==> config.mk <==
export PLATFORM = sky130hd
export DESIGN_NAME = freq_meter_ctrl
export DESIGN_NICKNAME = d
export VERILOG_FILES = /design/src/rtl/freq_meter_pkg.sv /design/src/rtl/freq_meter_ctrl_sig_edge_sync.sv /design/src/rtl/freq_meter_ctrl.sv
export SDC_FILE = /design/constraint.sdc
export NUM_CORES = 1
export LEC_CHECK = 0
export ABC_CLOCK_PERIOD_IN_PS = 3250
export BUFFER_PORTS_ARGS = -buffer_cell sky130_fd_sc_hd__buf_4
export CORE_UTILIZATION = 40
export DETAILED_ROUTE_END_ITERATION = 8
export SYNTH_ARGS = -nofsm -noshare
export SYNTH_HDL_FRONTEND = slang
export SYNTH_SLANG_ARGS = --single-unit
==> constraint.sdc <==
create_clock -name clk -period 3.25 [get_ports clk]
set_input_delay 0 -clock clk [delete_from_list [all_inputs] [get_ports clk]]
set_output_delay 0 -clock clk [all_outputs]
set_load 0.05 [all_outputs]
==> src/rtl/freq_meter_pkg.sv <==
// Shared types, range codes and helper functions for the frequency meter controller.
package freq_meter_pkg;

  typedef enum logic [1:0] {
    IDLE  = 2'd0,
    ARM   = 2'd1,
    GATE  = 2'd2,
    LATCH = 2'd3
  } state_e;

  localparam int unsigned RANGE_W = 2;

  localparam logic [RANGE_W-1:0] RANGE_1S    = 2'd0;
  localparam logic [RANGE_W-1:0] RANGE_100MS = 2'd1;
  localparam logic [RANGE_W-1:0] RANGE_10MS  = 2'd2;

  // Gate length in clock cycles for a range code.
  function automatic int unsigned gate_len(input logic [RANGE_W-1:0] rng,
                                           input int unsigned clk_freq);
    case (rng)
      RANGE_100MS: return clk_freq / 10;
      RANGE_10MS:  return clk_freq / 100;
      default:     return clk_freq;
    endcase
  endfunction

  // Range sequence 1 s -> 100 ms -> 10 ms -> 1 s; code 3 is never produced.
  function automatic logic [RANGE_W-1:0] next_range(input logic [RANGE_W-1:0] rng);
    if (rng == RANGE_10MS) return RANGE_1S;
    return RANGE_W'(rng + 2'd1);
  endfunction

endpackage

==> src/rtl/freq_meter_ctrl_sig_edge_sync.sv <==
// Two-flop synchronizer plus registered rising-edge detector for an async input.
// Ports: clk, rst (sync, active-high), async_in (asynchronous level),
//        rise_pulse (one-cycle pulse, 3 cycles after the input rises).
module sig_edge_sync (
  input  logic clk,
  input  logic rst,
  input  logic async_in,
  output logic rise_pulse
);

  logic sync1_q;
  logic sync2_q;
  logic prev_q;
  logic rise_q;

  // Synchronizer chain, previous-value register and registered edge pulse.
  always_ff @(posedge clk) begin
    if (rst) begin
      sync1_q <= 1'b0;
      sync2_q <= 1'b0;
      prev_q  <= 1'b0;
      rise_q  <= 1'b0;
    end else begin
      sync1_q <= async_in;
      sync2_q <= sync1_q;
      prev_q  <= sync2_q;
      rise_q  <= sync2_q & ~prev_q;
    end
  end

  assign rise_pulse = rise_q;

endmodule

==> src/rtl/freq_meter_ctrl.sv <==
// Frequency meter measurement sequencer: gate timing, edge counting, result latch.
// Ports: clk, rst (sync, active-high); start_pulse / range_pulse (one-cycle button
//        pulses); sig_in (async measured signal); range_sel (0=1 s,1=100 ms,2=10 ms);
//        gate_active (counting cycle); busy (ARM/GATE/LATCH); freq_count (last
//        latched count); result_valid (one-cycle latch pulse); overflow (last
//        result saturated).
module freq_meter_ctrl
  import freq_meter_pkg::*;
#(
  parameter int unsigned CLK_FREQ   = 50_000_000,
  parameter int unsigned COUNT_W    = 32,
  parameter bit          CONTINUOUS = 1'b1
) (
  input  logic               clk,
  input  logic               rst,
  input  logic               start_pulse,
  input  logic               range_pulse,
  input  logic               sig_in,
  output logic [RANGE_W-1:0] range_sel,
  output logic               gate_active,
  output logic               busy,
  output logic [COUNT_W-1:0] freq_count,
  output logic               result_valid,
  output logic               overflow
);

  // Holds G-1 for the longest gate (CLK_FREQ cycles).
  localparam int unsigned GATE_W = (CLK_FREQ > 1) ? $clog2(CLK_FREQ) : 1;

  localparam logic [COUNT_W-1:0] CNT_MAX = {COUNT_W{1'b1}};

  state_e              state_q,    state_d;
  logic [RANGE_W-1:0]  range_q,    range_d;
  logic [GATE_W-1:0]   gate_cnt_q, gate_cnt_d;
  logic [COUNT_W-1:0]  edge_cnt_q, edge_cnt_d;
  logic                ovf_int_q,  ovf_int_d;
  logic [COUNT_W-1:0]  freq_q,     freq_d;
  logic                overflow_q, overflow_d;
  logic                gate_active_q;
  logic                busy_q;
  logic                result_valid_q;
  logic                rise;

  sig_edge_sync u_sig_edge_sync (
    .clk        (clk),
    .rst        (rst),
    .async_in   (sig_in),
    .rise_pulse (rise)
  );

  // Next-state, range stepping, gate timer and edge counter.
  always_comb begin
    state_d    = state_q;
    range_d    = range_q;
    gate_cnt_d = gate_cnt_q;
    edge_cnt_d = edge_cnt_q;
    ovf_int_d  = ovf_int_q;
    freq_d     = freq_q;
    overflow_d = overflow_q;

    // Range may only change before the gate is loaded; a step in ARM feeds that load.
    if (range_pulse && ((state_q == IDLE) || (state_q == ARM))) begin
      range_d = next_range(range_q);
    end

    case (state_q)
      IDLE: begin
        if (start_pulse) state_d = ARM;
      end
      ARM: begin
        if (start_pulse) begin
          state_d = IDLE;
        end else begin
          edge_cnt_d = '0;
          gate_cnt_d = GATE_W'(gate_len(range_d, CLK_FREQ) - 32'd1);
          ovf_int_d  = 1'b0;
          state_d    = GATE;
        end
      end
      GATE: begin
        if (start_pulse) begin
          state_d = IDLE;
        end else begin
          // A rise arriving with the counter already at all-ones marks overflow.
          if (rise) begin
            if (edge_cnt_q == CNT_MAX) ovf_int_d  = 1'b1;
            else                       edge_cnt_d = edge_cnt_q + COUNT_W'(1);
          end
          if (gate_cnt_q == '0) state_d    = LATCH;
          else                  gate_cnt_d = gate_cnt_q - GATE_W'(1);
        end
      end
      LATCH: begin
        freq_d     = edge_cnt_q;
        overflow_d = ovf_int_q;
        // A start press here still lets the latch complete, then stops.
        if (CONTINUOUS && !start_pulse) state_d = ARM;
        else                            state_d = IDLE;
      end
      default: state_d = IDLE;
    endcase
  end

  // State and datapath registers; status outputs are registered from state_d.
  always_ff @(posedge clk) begin
    if (rst) begin
      state_q        <= IDLE;
      range_q        <= RANGE_1S;
      gate_cnt_q     <= '0;
      edge_cnt_q     <= '0;
      ovf_int_q      <= 1'b0;
      freq_q         <= '0;
      overflow_q     <= 1'b0;
      gate_active_q  <= 1'b0;
      busy_q         <= 1'b0;
      result_valid_q <= 1'b0;
    end else begin
      state_q        <= state_d;
      range_q        <= range_d;
      gate_cnt_q     <= gate_cnt_d;
      edge_cnt_q     <= edge_cnt_d;
      ovf_int_q      <= ovf_int_d;
      freq_q         <= freq_d;
      overflow_q     <= overflow_d;
      gate_active_q  <= (state_d == GATE);
      busy_q         <= (state_d != IDLE);
      result_valid_q <= (state_d == LATCH);
    end
  end

  assign range_sel    = range_q;
  assign gate_active  = gate_active_q;
  assign busy         = busy_q;
  assign freq_count   = freq_q;
  assign result_valid = result_valid_q;
  assign overflow     = overflow_q;

endmodule

==> impl_metrics.csv <==
group,metric,value,unit
status,outcome,"completed",
synth,syn_avg_cell_area,8.122,um^2
timing,post-route-min-period,2.589,ns
synth,synth_nets,624,
finish,fillers,1218,
floorplan,die_x,113.6,um
timing,max_freq,386.2,MHz
timing,min_period_over_period,79.67,%
route,num_vias,4552,
power,leakage,2.072,nW
route,wl_per_cell,15.42,um
clock_tree,post_cts_buffers,0,
timing,rsz0062_at_grt,"false",
floorplan,fp.coreArea,0.01206,mm^2
floorplan,ios,43,
setup_path,critPathArrivalTime,2.80,ns
min_path,whs_path_depth,4,
floorplan,fp-row-count,40,
flow_run,drv_cap,0,
clock_tree,cts_buffers,9,
floorplan,die_h,113.6,um
synth,ys_ff_latch,103,
place,routabilityCongestion,0.9252,
finish,layout.cells.non_filler,815,
synth,ys_types,67,
min_path,hp-class,"input port to flop",
synth,syn-cell-area,0.004979,mm^2
synth,synth-edff-count,0,
route,drt_iter0_markers,327,
synth,ys_warn_count,0,
timing,setup_tns,0,ns
grt,grt_pass1_vias,4139,
timing,setup_viol,0,
route,drc_errors,0,
setup_path,reg2reg_depth,9,
clock_tree,root_buffer,"clkbuf_16",
place,place_area,0.005414,mm^2
grt,antenna_found_initial,0,
clock_tree,cts-htree-levels,3,
synth,synthFlopType,"dfxtp_1",
finish,final_layout_size_suffix_gt1_share,13.91,%
floorplan,start_util,41.28,%
clock_tree,cts_buffer_depth,2,
route,wirelength,12570,um
finish,regArea,0.002062,mm^2
setup_path,crit_path_start_kind,"flop",
setup_path,critPathRequiredTime,3.46,ns
route,antenna_left,0,
clock_tree,clock_latency,0.35,ns
setup_path,end_kind,"flop",
synth,synth.yosys.seq_area_share,41.42,%
timing,max_slew_margin,46.26,%
grt,grt_usage,20.58,%
finish,multiInputGateArea,0.002736,mm^2
grt,overflow,0,
synth,async_reset_ff_share,0,%
grt,grt_max_degree,78,
synth,postSynthCellCount,613,
power,powerDensity,483.2,mW/mm^2
clock_tree,cts.clk_slew.worst_paths,0.07,ns
timing,hold_viol_final,0,
finish,area_growth,15.31,%
place,io_buffer_count,42,
route,first_pass_iters,5,
setup_path,path_class,"flop to flop",
route,viasPerCell,5.585,
place,place_inst,797,
place,dp_hpwl,8610,um
finish,insertedDiodeCount,0,
timing,finalClockSkew,0.007102,ns
floorplan,die-area,0.01290,mm^2
power,peakVddDrop,288.5,uV
clock_tree,cts.sinks,103,
clock_tree,cts_tree,"done",
finish,design_area,0.005741,mm^2
setup_path,crit_fanout,10,
clock_tree,cts.repair.resized,0,
timing,maxSlewViolCount,0,
finish,nets,653,
timing,tightest_slew,0.8061,ns
grt,grt_pass1_wl,20850,um
==> per-stage QoR <==
step           worst slack [ns]  util (%)  power, mW  hold WS (ns)
6_report                 0.6608     47.59      2.774        0.1455
5_1_grt                  0.4513     47.59      2.897        0.2200
4_1_cts                  0.6778     47.59      2.807        0.1444
3_5_place_dp             0.6904     44.89      1.691        0.2204
3_3_place_gp             0.7316     44.89      1.688        0.2194
2_1_floorplan            0.4888         -      1.601       0.07912
==> metal layers <==
layer  track usage [%]  vias up  wire length [um]
li1                  -     2257                 -
met1             25.87     2128              5573
met2             33.82      142              6005
met3             5.685       25               727
met4             7.193        0               264
met5                 0        -                 0
==> sequential cells by signal, summed over array words and instances (netlist names) <==
register and flops:
busy 1, edge_cnt_q 32, freq_count 32, gate_active 1
gate_cnt_q 26, overflow 1, ovf_int_q 1, range_sel 2
result_valid 1, state_q 2, u_sig_edge_sync.prev_q 1, u_sig_edge_sync.rise_pulse 1
u_sig_edge_sync.sync1_q 1, u_sig_edge_sync.sync2_q 1
==> layout by cell type (no fill, tap or decap), types with 10 or more instances in the layout <==
| master | instances |
|---|---|
| nor3_1 | 18 |
| nand4_1 | 16 |
| buf_4 | 52 |
| nor2_1 | 62 |
| xor2_1 | 19 |
| a21oi_1 | 62 |
| dfxtp_1 | 103 |
| nand3_1 | 10 |
| o21ai_0 | 25 |
| nand2_1 | 105 |
==> kinds of logic after synthesis <==
logic type	count (synthesis)	share of synthesized area (%)
adder cells (fa/ha/maj)	6	1.508
buffers and inverters	40	3.619
flip-flops	103	41.42
AO/OA/AOI/OAI	154	19.55
AND/OR/NAND/NOR	284	29.28
XOR/XNOR	24	4.222
multiplexers	2	0.4021
==> final cells by class <==
cell class	count	area share, %
Timing Repair Buffer	54	7.149
Clock inverter	7	1.417
Inverter	4	0.2616
Multi-Input combinational cell	470	47.67
Tap cell	168	3.662
Clock buffer	9	3.923
Sequential cell	103	35.92
==> power by group <==
group / leakage [nW] / switching (mW) / total (mW) / internal, mW
registers: 0.833 / 0.0382 / 1.32 / 1.29
logic: 1.09 / 0.226 / 0.344 / 0.118
clock network: 0.149 / 0.499 / 1.11 / 0.606
total: 2.07 / 0.763 / 2.77 / 2.01
==> repair_timing <==
item / CTS / global route
endpoints found under the setup margin: 0 / 0
hold endpoints to repair: 2 / 0
hold buffers: 2 / 0
==> synth_stat cells (4+ instances only) <==
cell	n	area (um^2)
o21ai_0	25	125.1
o2111ai_1	5	43.79
a22oi_1	7	52.55
nor3_1	18	90.09
and3_1	6	37.54
nand3_1	10	50.05
clkbuf_1	27	101.4
o31ai_1	5	37.54
xor2_1	19	166.4
o211ai_1	8	60.06
nor2_1	62	232.7
dfxtp_1	103	2062
and2_1	5	31.28
nor4_1	8	50.05
or4_1	6	45.04
nand2b_1	4	25.02
a21oi_1	62	310.3
ha_1	6	75.07
nor2b_1	8	50.05
a31oi_1	8	50.05
a211oi_1	4	30.03
xnor2_1	5	43.79
inv_1	4	15.01
nand4_1	16	100.1
nand2_1	105	394.1
o21ai_1	6	30.03
or3_1	9	56.30
==> critical path: stages, from the launching register on <==
cell and delay (ns):
dfxtp_1 0.48, nor2b_1 0.14, nand2_1 0.09, ha_1 0.28
nor4b_1 0.39, and3_1 0.25, nand4_1 0.19, or4_1 0.45
nand3_1 0.10, a31oi_1 0.07
==> worst paths after layout <==
check	startpoint	slack [ns]	to
worst max-delay path	state_q[0]$_SDFF_PP0_	0.66	gate_cnt_q[22]$_SDFFE_PP0P_
worst min-delay path	range_pulse	0.15	range_sel[0]$_SDFF_PP0_
worst max register to register	state_q[0]$_SDFF_PP0_	0.66	gate_cnt_q[22]$_SDFFE_PP0P_
worst min register to register	u_sig_edge_sync.prev_q$_SDFF_PP0_	0.39	u_sig_edge_sync.rise_pulse$_SDFF_PP0_
(Power assumes the default switching activity.)
